==> src/rtl/core_sequencer.sv <==
// core_sequencer
// ----------------------------------------------------------------------------
// Multi-cycle sequencer for the RV32I core. Each instruction is stepped
// through FETCH -> DECODE -> EXEC -> [MEM] -> WB. The sequencer issues the
// datapath strobes and owns the single shared instruction/data memory port.
// A wait counter traps a stalled memory access into a sticky ERROR state.
//
// Handshake: while mem_req is high, mem_req/mem_we/addr_sel hold steady
// until the cycle in which mem_ready is sampled high. That cycle completes
// the access. mem_ready is ignored whenever mem_req is low.
//
// Ports
//   clk, rst          rising-edge clock, synchronous active-high reset
//   run               allows instruction issue (sampled in IDLE and WB)
//   mem_read..jalr    decode signals from the control unit
//   branch_taken      branch comparison result, valid in WB
//   mem_ready         memory completes the current access this cycle
//   mem_req, mem_we   memory request and write qualifier
//   addr_sel          0 = PC addresses memory, 1 = ALU result
//   ir_write          load IR (FETCH & mem_ready)
//   mdr_write         load MDR (MEM & mem_ready & load)
//   rf_we, pc_write   register file write, PC update (WB only)
//   pc_src            00 PC+4, 01 PC+imm, 10 (rs1+imm)&~1
//   state             current FSM state (debug)
//   busy              high outside IDLE and ERROR
//   bus_err           sticky bus-timeout flag
//   instret           retired-instruction count (wraps)
// ----------------------------------------------------------------------------
module core_sequencer #(
    parameter int TIMEOUT_CYCLES = 255,
    parameter int CNT_W          = 32
) (
    input  logic             clk,
    input  logic             rst,
    input  logic             run,
    input  logic             mem_read,
    input  logic             mem_write,
    input  logic             reg_write,
    input  logic             branch,
    input  logic             jal,
    input  logic             jalr,
    input  logic             branch_taken,
    input  logic             mem_ready,
    output logic             mem_req,
    output logic             mem_we,
    output logic             addr_sel,
    output logic             ir_write,
    output logic             mdr_write,
    output logic             rf_we,
    output logic             pc_write,
    output logic [1:0]       pc_src,
    output logic [2:0]       state,
    output logic             busy,
    output logic             bus_err,
    output logic [CNT_W-1:0] instret
);

    typedef enum logic [2:0] {
        S_IDLE   = 3'd0,
        S_FETCH  = 3'd1,
        S_DECODE = 3'd2,
        S_EXEC   = 3'd3,
        S_MEM    = 3'd4,
        S_WB     = 3'd5,
        S_ERROR  = 3'd6,
        S_UNUSED = 3'd7
    } state_e;

    // Counter value on which a still-waiting access traps.
    localparam logic [15:0] WAIT_LAST = 16'(TIMEOUT_CYCLES - 1);

    state_e           state_q, state_d;
    logic [15:0]      wait_q, wait_d;
    logic [CNT_W-1:0] instret_q;
    logic             bus_err_q;

    // Next-state and wait-counter logic.
    always_comb begin
        state_d = state_q;
        wait_d  = wait_q;
        case (state_q)
            S_IDLE: begin
                if (run) begin
                    state_d = S_FETCH;
                    wait_d  = '0;
                end
            end
            S_FETCH, S_MEM: begin
                // A ready in the last allowed cycle still completes normally.
                if (mem_ready) begin
                    state_d = (state_q == S_FETCH) ? S_DECODE : S_WB;
                end else if (wait_q == WAIT_LAST) begin
                    state_d = S_ERROR;
                end else begin
                    wait_d = wait_q + 16'd1;
                end
            end
            S_DECODE: state_d = S_EXEC;
            S_EXEC: begin
                if (mem_read || mem_write) begin
                    state_d = S_MEM;
                    wait_d  = '0;
                end else begin
                    state_d = S_WB;
                end
            end
            S_WB: begin
                if (run) begin
                    state_d = S_FETCH;
                    wait_d  = '0;
                end else begin
                    state_d = S_IDLE;
                end
            end
            S_ERROR: state_d = S_ERROR;
            default: state_d = S_IDLE;
        endcase
    end

    always_ff @(posedge clk) begin
        if (rst) begin
            state_q   <= S_IDLE;
            wait_q    <= '0;
            instret_q <= '0;
            bus_err_q <= 1'b0;
        end else begin
            state_q <= state_d;
            wait_q  <= wait_d;
            if (state_q == S_WB) begin
                instret_q <= instret_q + 1'b1;
            end
            if (state_d == S_ERROR) begin
                bus_err_q <= 1'b1;
            end
        end
    end

    // Strobes decode from the registered state; ir_write and mdr_write are
    // additionally qualified by the completing mem_ready.
    assign mem_req   = (state_q == S_FETCH) || (state_q == S_MEM);
    assign addr_sel  = (state_q == S_MEM);
    // Both mem_read and mem_write set is treated as a store.
    assign mem_we    = (state_q == S_MEM) && mem_write;
    assign ir_write  = (state_q == S_FETCH) && mem_ready;
    assign mdr_write = (state_q == S_MEM) && mem_ready && mem_read && !mem_write;
    assign rf_we     = (state_q == S_WB) && reg_write && !mem_write;
    assign pc_write  = (state_q == S_WB);

    always_comb begin
        pc_src = 2'b00;
        if (state_q == S_WB) begin
            if (jalr) begin
                pc_src = 2'b10;
            end else if (jal || (branch && branch_taken)) begin
                pc_src = 2'b01;
            end
        end
    end

    assign state   = state_q;
    assign busy    = (state_q != S_IDLE) && (state_q != S_ERROR);
    assign bus_err = bus_err_q;
    assign instret = instret_q;

endmodule

==> config.mk <==
export PLATFORM = sky130hd
export DESIGN_NAME = core_sequencer
export DESIGN_NICKNAME = d
export VERILOG_FILES = /design/src/rtl/core_sequencer.sv
export SDC_FILE = /design/constraint.sdc
export NUM_CORES = 1
export LEC_CHECK = 0
export CORE_MARGIN = 5
export CORE_UTILIZATION = 46
export CTS_CLUSTER_SIZE = 25
export DETAILED_ROUTE_END_ITERATION = 8
export PLACE_DENSITY = 0.73
export SETUP_SLACK_MARGIN = 0.1
export SYNTH_ARGS = -nofsm -noshare
export SYNTH_HDL_FRONTEND = slang
export SYNTH_SLANG_ARGS = --single-unit
==> constraint.sdc <==
create_clock -name clk -period 2.2 [get_ports clk]
set_input_delay 0.33 -clock clk [delete_from_list [all_inputs] [get_ports clk]]
set_output_delay 0.33 -clock clk [all_outputs]
set_load 0.03 [all_outputs]
==> results.json, run 1 <==
{
  "run_status": "complete, no violations",
  "ys.warnings.count": 0,
  "setup-violations-final": 0,
  "post_synth_inst_count": 316,
  "setup-tns-final_ns": 0,
  "drt-initial-drc-count": 106,
  "critical_path_required_ns": 2.40,
  "first_global_vias": 2315,
  "kind_of_cell_with_the_highest_combined_delay_on_the_critical_path": "simple AND/OR/NAND/NOR gates",
  "std_cell_rows": 27,
  "grt_pass1_wl_um": 10600,
  "area_growth_syn_to_layout_pct": 35.9,
  "clock_skew_ns": 0.00808,
  "clock_latency_on_the_worst_skew_pair_ns": 0.30,
  "hold_vio_cnt_final": 0,
  "cts_htree_levels": 2,
  "num-fill-cells": 489,
  "vias": 2410,
  "dieHeight_um": 85.8,
  "max_stage_delay_ns": 0.48,
  "setup.worst_path.start_class": "input port",
  "layout-drive-gt1-share_pct": 16.5,
  "grt_use_total_pct": 17.4,
  "netlist-cell-type-count": 42,
  "grt_max_degree": 37,
  "arrival_ns": 2.22,
  "grt_antenna_before_repair": 0,
  "edff_count_synth": 0,
  "mappedNetlistNets": 330,
  "ys_seq_area_share_pct": 39.4,
  "synth_top_area_share_pct": 39.4,
  "detail-route-antenna-nets": 0,
  "pwr_density_cell_nw_per_um2": 494,
  "synth_top_flop_cell": "dfxtp_1",
  "routed_wl_um": 6190,
  "dp_hpwl_um": 4720,
  "path_buf_inv": 3,
  "min_period_ns": 2.02,
  "synth-seq-cells": 52,
  "cts_max_path_buffers": 2,
  "netlist_area_um2": 2640,
  "avgViaCountPerCell": 5.11,
  "ordered_list_of_cells_on_the_worst_path": "clkdlybuf4s50_1, nor2b_1, nor3b_4, a2111oi_4, buf_4, buf_4, nor4_1, xnor2_1, nor2_1",
  "cts_root_buffer": "clkbuf_8",
  "max_cap_viol_count": 0,
  "critPathMostFrequentCell": "buf_4",
  "syn_area_per_cell_um2": 8.37,
  "ys_async_sr_fraction_pct": 0,
  "leakagePower_nw": 1.27,
  "max_freq_mhz": 495,
  "setup.worst_path.class": "input port to register",
  "drt-wirelength-per-cell_um": 13.1,
  "worst-path-max-fanout": 9,
  "final_min_period_over_clock_period_pct": 91.8,
  "drt_first_pass_iters": 4,
  "chipWidth_um": 85.8,
  "buffer_ports.inserted": 56,
  "nNetsFinal": 413,
  "placeableCoreArea_um2": 5540,
  "clock_tree_from_tritoncts": "done",
  "ys_top_cells_by_area": "dfxtp_1, nor2_1, xnor2_1",
  "maxSlewHeadroom_pct": 72.6,
  "ios": 57,
  "cts_buffers": 5,
  "max_slew.worst_pin.slew_ns": 0.411,
  "hp-class": "register to register",
  "gp_routability_congestion": 0.811,
  "initial_utilization_pct": 47.7,
  "critical_path.endpoint_type": "register",
  "cell_taking_the_most_area_after_synthesis": "dfxtp_1",
  "unrepaired_setup_endpoints_after_global_routing": "true",
  "drc": 0,
  "clk_transition_reported_paths_ns": 0.09,
  "finalMaxSlewViolations": 0,
  "hold-worst-slack_ns": 0.498,
  "antenna_cells": 0,
  "clock_sink_count": 52,
  "worst_ir_drop_vdd_v": 0.000319,
  "die_area_um2": 7360,
  "critPathSlowestCell": "clkdlybuf4s50_1",
  "grt.overflow.total": 0
}
==> logic make-up (layout without fill, tap and decap cells) <==
kind of cell	after synthesis	after routing	share of synthesized area, %
AND/OR/NAND/NOR	176	176	35.7
XOR/XNOR	41	41	13.6
flip-flops	52	52	39.4
adder cells (fa/ha/maj)	3	3	1.42
buffers and inverters	22	106	4.16
AO/OA/AOI/OAI	22	22	5.77
==> worst min-delay path, delay by kind of cell, from the launching register on <==
kind / cells / cell delay [ns]
AO/OA/AOI/OAI: 1 / 0.05
flip-flops: 1 / 0.34
AND/OR/NAND/NOR: 1 / 0.06
==> metrics by stage <==
step	power, mW	instances	util (%)	area, um^2	worst slack (ns)
after floorplan	1.13	316	-	2650	0.114
after global placement	1.23	460	62.1	3440	-0.285
after detailed placement	1.23	460	62.1	3440	-0.347
after CTS	1.79	472	64.4	3570	0.0938
after global routing	1.87	472	64.9	3590	0.0354
final	1.78	472	64.9	3590	0.180
==> state kept, by name, summed over array words and instances (netlist names) <==
register,flops
instret,32
wait_q,16
state,3
bus_err,1
==> final timing paths <==
check	startpoint	to	slack, ns	cells after the start
hold reg to reg	instret[1]$_SDFFE_PP0N_	instret[1]$_SDFFE_PP0N_	0.50	2
setup reg to reg	wait_q[0]$_SDFFE_PP0P_	wait_q[9]$_SDFFE_PP0P_	0.20	9
hold / removal	instret[1]$_SDFFE_PP0N_	instret[1]$_SDFFE_PP0N_	0.50	2
setup / recovery	run	wait_q[14]$_SDFFE_PP0P_	0.18	9
==> Yosys cell counts, types with 2 or more instances <==
library cell	n
nor4_2	6
clkbuf_1	6
nor4b_1	2
buf_2	3
nor2_1	59
nor4_1	4
nand3_1	12
inv_1	8
and2_1	7
or3_1	4
buf_6	2
ha_1	3
o21ai_0	6
nand4_1	12
nor3_1	21
xnor2_1	25
and4_1	4
nand2_1	25
nor2b_1	2
and3_1	5
a21oi_1	9
dfxtp_1	52
xor2_1	16
inv_4	2
nor3b_1	3
nand2b_2	2
==> placed cells by master (no fill, tap or decap), drive strengths merged <==
master	n
a2111oi	1
dfxtp	52
nand3b	1
and2	8
and3	5
or4	1
nand2b	3
buf	34
a221oi	1
nor2b	2
xor2	16
o21ai	6
dlymetal6s2s	1
clkbuf	5
clkdlybuf4s50	46
dlygate4sd2	6
clkinv	1
nor3	21
a21oi	10
o21a	1
o21bai	1
a311o	1
ha	3
nor4	10
nand3	13
nor2	59
clkinvlp	2
nor4bb	1
nand4	13
and4bb	1
inv	10
nor4b	2
nand2	25
xnor2	25
and4	4
or3	4
a211oi	1
clkdlybuf4s15	1
nor3b	3
==> layout make-up <==
cell class	count	area (um^2)	share of cell area (%)
multi-input cells	242	1530	42.7
clock buffers	5	68.8	1.92
well taps	72	90.1	2.51
flip-flops and latches	52	1040	29.1
inverters	10	42.5	1.18
repair buffers	88	791	22.0
clock inverters	3	23.8	0.662
==> repair_timing <==
item,in CTS,in global routing
hold buffers,0,0
setup endpoints to repair,23,13
resized for setup,9,8
pin swaps,1,0
buffers inserted,4,0
==> metal layers <==
layer	track usage [%]	up-vias	share of wire, %
met5	0	-	0
met4	3.74	0	0.68
met3	4.03	4	5.8
met2	29.4	62	47
met1	22.7	1096	47
li1	-	1248	-
==> report_power, final <==
part / leakage, nW / total [mW] / switching [mW] / internal, mW
clock network: 0.0404 / 0.542 / 0.316 / 0.226
registers: 0.421 / 0.959 / 0.00881 / 0.951
logic: 0.813 / 0.274 / 0.146 / 0.128
total: 1.27 / 1.78 / 0.471 / 1.30
(Power assumes the default switching activity.)
==> run 2, diff against run 1 <==
CTS_BUF_LIST = sky130_fd_sc_hd__clkbuf_8   (was unset)
GPL_ROUTABILITY_DRIVEN = 0   (was unset)
==> results of run 2 <==
Same layout as run 1: the final DEF is identical, and so are final timing and power.
==> run 3, diff against run 2 <==
GPL_TIMING_DRIVEN = 1   (was unset)
==> results of run 3 <==
Same layout as run 1: the final DEF is identical, and so are final timing and power.
